==> config.mk <==
export PLATFORM = sky130hd
export DESIGN_NAME = counter_timer_sched
export DESIGN_NICKNAME = d
export VERILOG_FILES = /design/src/rtl/counter_timer_sched.sv
export SDC_FILE = /design/constraint.sdc
export NUM_CORES = 1
export LEC_CHECK = 0
export ABC_AREA = 0
export ABC_CLOCK_PERIOD_IN_PS = 3050
export BUFFER_PORTS_ARGS = -buffer_cell sky130_fd_sc_hd__clkbuf_2
export CAP_MARGIN = 20
export CORE_UTILIZATION = 47
export CTS_CLUSTER_DIAMETER = 80
export DETAILED_ROUTE_END_ITERATION = 7
export PLACE_DENSITY = 0.87
export SLEW_MARGIN = 10
export SYNTH_ARGS = -nofsm -noshare
export SYNTH_HDL_FRONTEND = slang
export SYNTH_SLANG_ARGS = --single-unit
==> constraint.sdc <==
create_clock -name clk -period 3.05 [get_ports clk]
set_input_delay 0.61 -clock clk [delete_from_list [all_inputs] [get_ports clk]]
set_output_delay 0.61 -clock clk [all_outputs]
set_load 0.1 [all_outputs]
==> src/rtl/counter_timer_sched.sv <==
// Round-robin scheduler that time-shares one binary up-counter/match datapath
// among NUM_REQ one-shot timeout requesters. Optional warn pulses: CNT_SCHED_WARN_EN.
module counter_timer_sched #(
  parameter int unsigned NUM_REQ    = 4,
  parameter int unsigned CNT_W      = 16,
  parameter int unsigned PRESCALE   = 1,
  parameter int unsigned WARN_TICKS = 2
) (
  input  logic                     clk,
  input  logic                     reset,
  input  logic [NUM_REQ-1:0]       req,
  input  logic [NUM_REQ*CNT_W-1:0] req_count,
  output logic [NUM_REQ-1:0]       grant,
  output logic [NUM_REQ-1:0]       done,
  output logic                     busy,
  output logic [CNT_W-1:0]         cnt_q,
  output logic [NUM_REQ-1:0]       warn
);

  localparam int unsigned IDX_W = (NUM_REQ > 1) ? $clog2(NUM_REQ) : 1;
  localparam int unsigned PS_W  = (PRESCALE > 1) ? $clog2(PRESCALE) : 1;
  localparam logic [PS_W-1:0]    PS_LAST  = PS_W'(PRESCALE - 1);
  localparam logic [IDX_W-1:0]   IDX_LAST = IDX_W'(NUM_REQ - 1);

  typedef enum logic [1:0] {IDLE, RUN, DONE} state_t;

  state_t               state_q, state_d;
  logic [IDX_W-1:0]     rr_q, rr_d;
  logic [IDX_W-1:0]     owner_q, owner_d;
  logic [PS_W-1:0]      presc_q, presc_d;
  logic [CNT_W-1:0]     target_q, target_d;
  logic [CNT_W-1:0]     cnt_d;
  logic [NUM_REQ-1:0]   grant_d, done_d;
  logic                 busy_d;

  logic                 pick_valid, hi_valid;
  logic [IDX_W-1:0]     pick_idx, hi_idx, lo_idx;
  logic [CNT_W-1:0]     pick_count;
  logic [NUM_REQ-1:0]   pick_oh, owner_oh;
  logic                 tick;

  // Round-robin pick: lowest requester at or above rr_q, else lowest overall.
  always_comb begin
    hi_valid = 1'b0;
    hi_idx   = '0;
    lo_idx   = '0;
    for (int i = NUM_REQ - 1; i >= 0; i--) begin
      if (req[i]) begin
        lo_idx = IDX_W'(i);
        if (IDX_W'(i) >= rr_q) begin
          hi_valid = 1'b1;
          hi_idx   = IDX_W'(i);
        end
      end
    end
    pick_valid = |req;
    pick_idx   = hi_valid ? hi_idx : lo_idx;
  end

  assign pick_count = req_count[32'(pick_idx)*CNT_W +: CNT_W];
  assign pick_oh    = NUM_REQ'(1) << pick_idx;
  assign owner_oh   = NUM_REQ'(1) << owner_q;
  assign tick       = (presc_q == PS_LAST);

`ifdef CNT_SCHED_WARN_EN
  localparam int unsigned   CW1      = CNT_W + 1;
  localparam logic [CW1-1:0] WARN_LIM = CW1'(WARN_TICKS);
  logic [NUM_REQ-1:0] warn_d;
  logic [CNT_W-1:0]   warn_at;
  assign warn_at = target_q - CNT_W'(1) - CNT_W'(WARN_TICKS);
`endif

  // Next-state and registered-output logic.
  always_comb begin
    state_d  = state_q;
    rr_d     = rr_q;
    owner_d  = owner_q;
    presc_d  = presc_q;
    target_d = target_q;
    cnt_d    = cnt_q;
    grant_d  = '0;
    done_d   = '0;
    busy_d   = 1'b0;
`ifdef CNT_SCHED_WARN_EN
    warn_d   = '0;
`endif
    case (state_q)
      IDLE: begin
        cnt_d = '0;
        if (pick_valid) begin
          state_d  = RUN;
          owner_d  = pick_idx;
          rr_d     = (pick_idx == IDX_LAST) ? '0 : pick_idx + IDX_W'(1);
          presc_d  = '0;
          target_d = (pick_count == '0) ? CNT_W'(1) : pick_count;
          grant_d  = pick_oh;
        end
      end
      RUN: begin
        // A dropped request aborts, even on the terminal tick.
        if (!req[owner_q]) begin
          state_d = IDLE;
          cnt_d   = '0;
          presc_d = '0;
        end else begin
          grant_d = owner_oh;
          if (tick) begin
            presc_d = '0;
            if (cnt_q == target_q - CNT_W'(1)) begin
              state_d = DONE;
              grant_d = '0;
              done_d  = owner_oh;
            end else begin
              cnt_d = cnt_q + CNT_W'(1);
            end
          end else begin
            presc_d = presc_q + PS_W'(1);
          end
`ifdef CNT_SCHED_WARN_EN
          if (tick && ({1'b0, target_q} > WARN_LIM) && (cnt_q == warn_at))
            warn_d = owner_oh;
`endif
        end
      end
      DONE: begin
        state_d = IDLE;
        cnt_d   = '0;
      end
      default: begin
        state_d = IDLE;
        cnt_d   = '0;
      end
    endcase
    busy_d = (state_d != IDLE);
  end

  always_ff @(posedge clk) begin
    if (reset) begin
      state_q  <= IDLE;
      rr_q     <= '0;
      owner_q  <= '0;
      presc_q  <= '0;
      target_q <= '0;
      cnt_q    <= '0;
      grant    <= '0;
      done     <= '0;
      busy     <= 1'b0;
    end else begin
      state_q  <= state_d;
      rr_q     <= rr_d;
      owner_q  <= owner_d;
      presc_q  <= presc_d;
      target_q <= target_d;
      cnt_q    <= cnt_d;
      grant    <= grant_d;
      done     <= done_d;
      busy     <= busy_d;
    end
  end

`ifdef CNT_SCHED_WARN_EN
  always_ff @(posedge clk) begin
    if (reset) warn <= '0;
    else       warn <= warn_d;
  end
`else
  assign warn = '0;
`endif

endmodule
==> impl_metrics.yaml <==
detailed_routing:
  drt_wl_total_microns: 8790
  dr.pass1.iters: 7
  vias: 3462
  ant_nets: 0
  drc: 9
  drt-wirelength-per-cell_microns: 15.1
  routed_via_density: 5.94
  drt_iter0_drc: 372
timing:
  setup_viol_count_final: 0
  holdWs_ns: 0.509
  worst_pin_slew_ns: 1.05
  fin_tns_setup_ns: 0
  max_freq_mhz: 335
  relSlewSlack_pct: 30.3
  period_needed_ns: 2.99
  setup_ws_ns: 0.0650
  finalHoldViolCount: 0
  slew_violations: 0
  skew_ns: 0.0138
  finalCritPeriodShare_pct: 97.9
finish:
  diodes: 0
  drive_above_1_share_pct: 29.4
  postLayoutCoreUtil_pct: 61.0
  area_growth_pct: 23.6
  fin_nets: 581
hold_path:
  worstHoldPathType: "flop to flop"
  min_from: "target_q[2]$_SDFFE_PP0P_"
  min_to: "target_q[2]$_SDFFE_PP0P_"
  hold_depth: 2
setup_path:
  endpoint_kind: "flop"
  worstSetupStartpointType: "flop"
  rrSetupSlack_ns: 0.06
  critPathMaxFanout: 19
  worstPathArrival_ns: 3.23
  cp.required_ns: 3.30
  r2r-end: "cnt_q[14]$_SDFFE_PP0N_"
  r2r-start: "target_q[7]$_SDFFE_PP0P_"
  worst-r2r-cell-count: 9
  setup.worst_path.start: "target_q[7]$_SDFFE_PP0P_"
  crit_type: "flop to flop"
clock_tree:
  clock_path_buffers: 2
  h-tree-depth: 2
  ctsHoldBuffers: 0
  clock-sinks: 47
  clock-root-buffer: "clkbuf_8"
  cts_tree: "yes"
  clk_pin_slew_worst_paths_ns: 0.10
  cts_made_buffers: 5
  clock_latency_ns: 0.32
place:
  io_buffers: 94
  gp_congestion: 0.845
  place_ws_ns: -0.00155
  hpwl_microns: 6630
logic_synthesis:
  async_flop_share_pct: 0
  postSynthCellCount: 413
  yosysUniqueCellTypes: 62
  synth_area_sq_um: 3170
  synth_top_flop_cell: "dfxtp_1"
  synth_edf_count: 0
  ys_warn_count: 0
  synth-seq-cells: 47
  synth-seq-area-share_pct: 29.7
  synth_area_per_cell_sq_um: 7.67
pwr:
  leakage_nw: 1.71
  powerDensity_nw_per_um2: 513
  ir_drop_uv: 253
outcome:
  violations: "design-rule violations"
  status: "finished, violations left"
die:
  ios: 99
  core_region_area_sq_um: 6420
  die-area_sq_um: 7070
  initial_utilization_pct: 49.3
  die_w_microns: 84.1
  die_h_microns: 84.1
  fp-row-count: 29
global_route:
  grt_pass1_vias: 3251
  grt_max_degree: 33
  overflow: 0
  track_usage_pct: 24.5
  antenna_found_initial: 0
  grt_pass1_wl_microns: 14200
flow_run:
  cap_violations: 0
==> cell usage after synthesis (6+ instances only) <==
library cell	number	area, sq um
xor2_1	9	78.8
inv_1	7	26.3
xnor2_1	14	123
nand2_1	60	225
a21oi_1	48	240
nor2b_1	6	37.5
nor3_1	6	30.0
ha_1	6	75.1
or4_1	7	52.6
nand3_1	16	80.1
nor2_1	32	120
o31ai_1	6	45.0
clkbuf_1	20	75.1
or3_1	10	62.6
mux2i_1	15	150
nor4_1	7	43.8
dfxtp_1	47	941
a22oi_1	10	75.1
==> sequential cells by signal, indices dropped and copies added, names as in the netlist <==
| register | count |
|---|---|
| grant | 4 |
| target_q | 16 |
| owner_q | 2 |
| cnt_q | 16 |
| done | 4 |
| rr_q | 2 |
| state_q | 2 |
| busy | 1 |
==> kinds of logic (layout without fill, tap and decap cells) <==
kind of cell | Yosys count | in the layout | synth area share (%)
muxes | 16 | 16 | 5.09
other | 1 | 4 | 0.118
AOI/OAI and AO/OA | 99 | 99 | 20.7
and+or+nand+nor | 180 | 180 | 29.3
xor gates and xnor gates | 23 | 23 | 6.36
DFF | 47 | 47 | 29.7
buffers and inverters | 41 | 131 | 6.36
adders and majority gates | 6 | 6 | 2.37
==> power breakdown <==
group          switching (mW)  internal, mW
sequential             0.0608         0.666
combinational           0.527         0.363
clock                   0.226         0.164
total                   0.814          1.19
==> final cells by class <==
class                           instances  area [sq um]
Clock buffer                            5          68.8
Clock inverter                          3          22.5
Fill cell                             552          2510
Inverter                                9          33.8
Multi-Input combinational cell        328          2110
Sequential cell                        47           942
Tap cell                               77          96.3
Timing Repair Buffer                  114           646
==> cells in the final DEF (no fill, tap or decap), types with 7 or more instances in the layout <==
master and instances:
clkbuf_2 94, nand2_1 60, dfxtp_1 46, or3_1 10, xnor2_1 12, inv_1 7
nand3_1 16, nor2_1 32, nor4_1 7, a21oi_1 46, a22oi_1 10, mux2i_1 15
xor2_1 9, buf_4 18
==> worst max-delay path: stages, from the launching register on <==
cell	delay [ns]
dfxtp_1	0.32
or4_4	0.58
or4_4	0.55
nor3_4	0.25
xnor2_2	0.16
a2111oi_4	0.08
and2_4	0.18
buf_12	0.15
or4_4	0.52
a21oi_2	0.14
==> timing repair <==
item / 4_1_cts / 5_1_grt
resized for setup: 3 / 6
pin swaps: 0 / 1
setup endpoints to repair: 5 / 12
setup buffers: 0 / 1
==> how the worst max path moves through the flow <==
stage                                  end
floorplan            cnt_q[1]$_SDFFE_PP0N_
global placement    cnt_q[10]$_SDFFE_PP0N_
detailed placement  cnt_q[14]$_SDFFE_PP0N_
CTS                  state_q[0]$_SDFF_PP0_
global route        cnt_q[10]$_SDFFE_PP0N_
finish              cnt_q[14]$_SDFFE_PP0N_
==> metrics by stage <==
step                      total power, mW  cell area, sq um  std cells
after global placement               1.55              3780        574
after CTS                            1.98              3890        582
after global routing                 2.11              3920        583
after floorplan                      1.35              3190        416
final                                2.01              3920        583
after detailed placement             1.59              3780        574
==> per-layer routing <==
metal  global-route usage, %  routed length, microns
met1                    28.0                    3510
met3                    3.46                     455
met2                    46.1                    4630
met4                    9.09                     191
met5                       0                       0
Note: power is estimated with default switching activity, not from simulation.
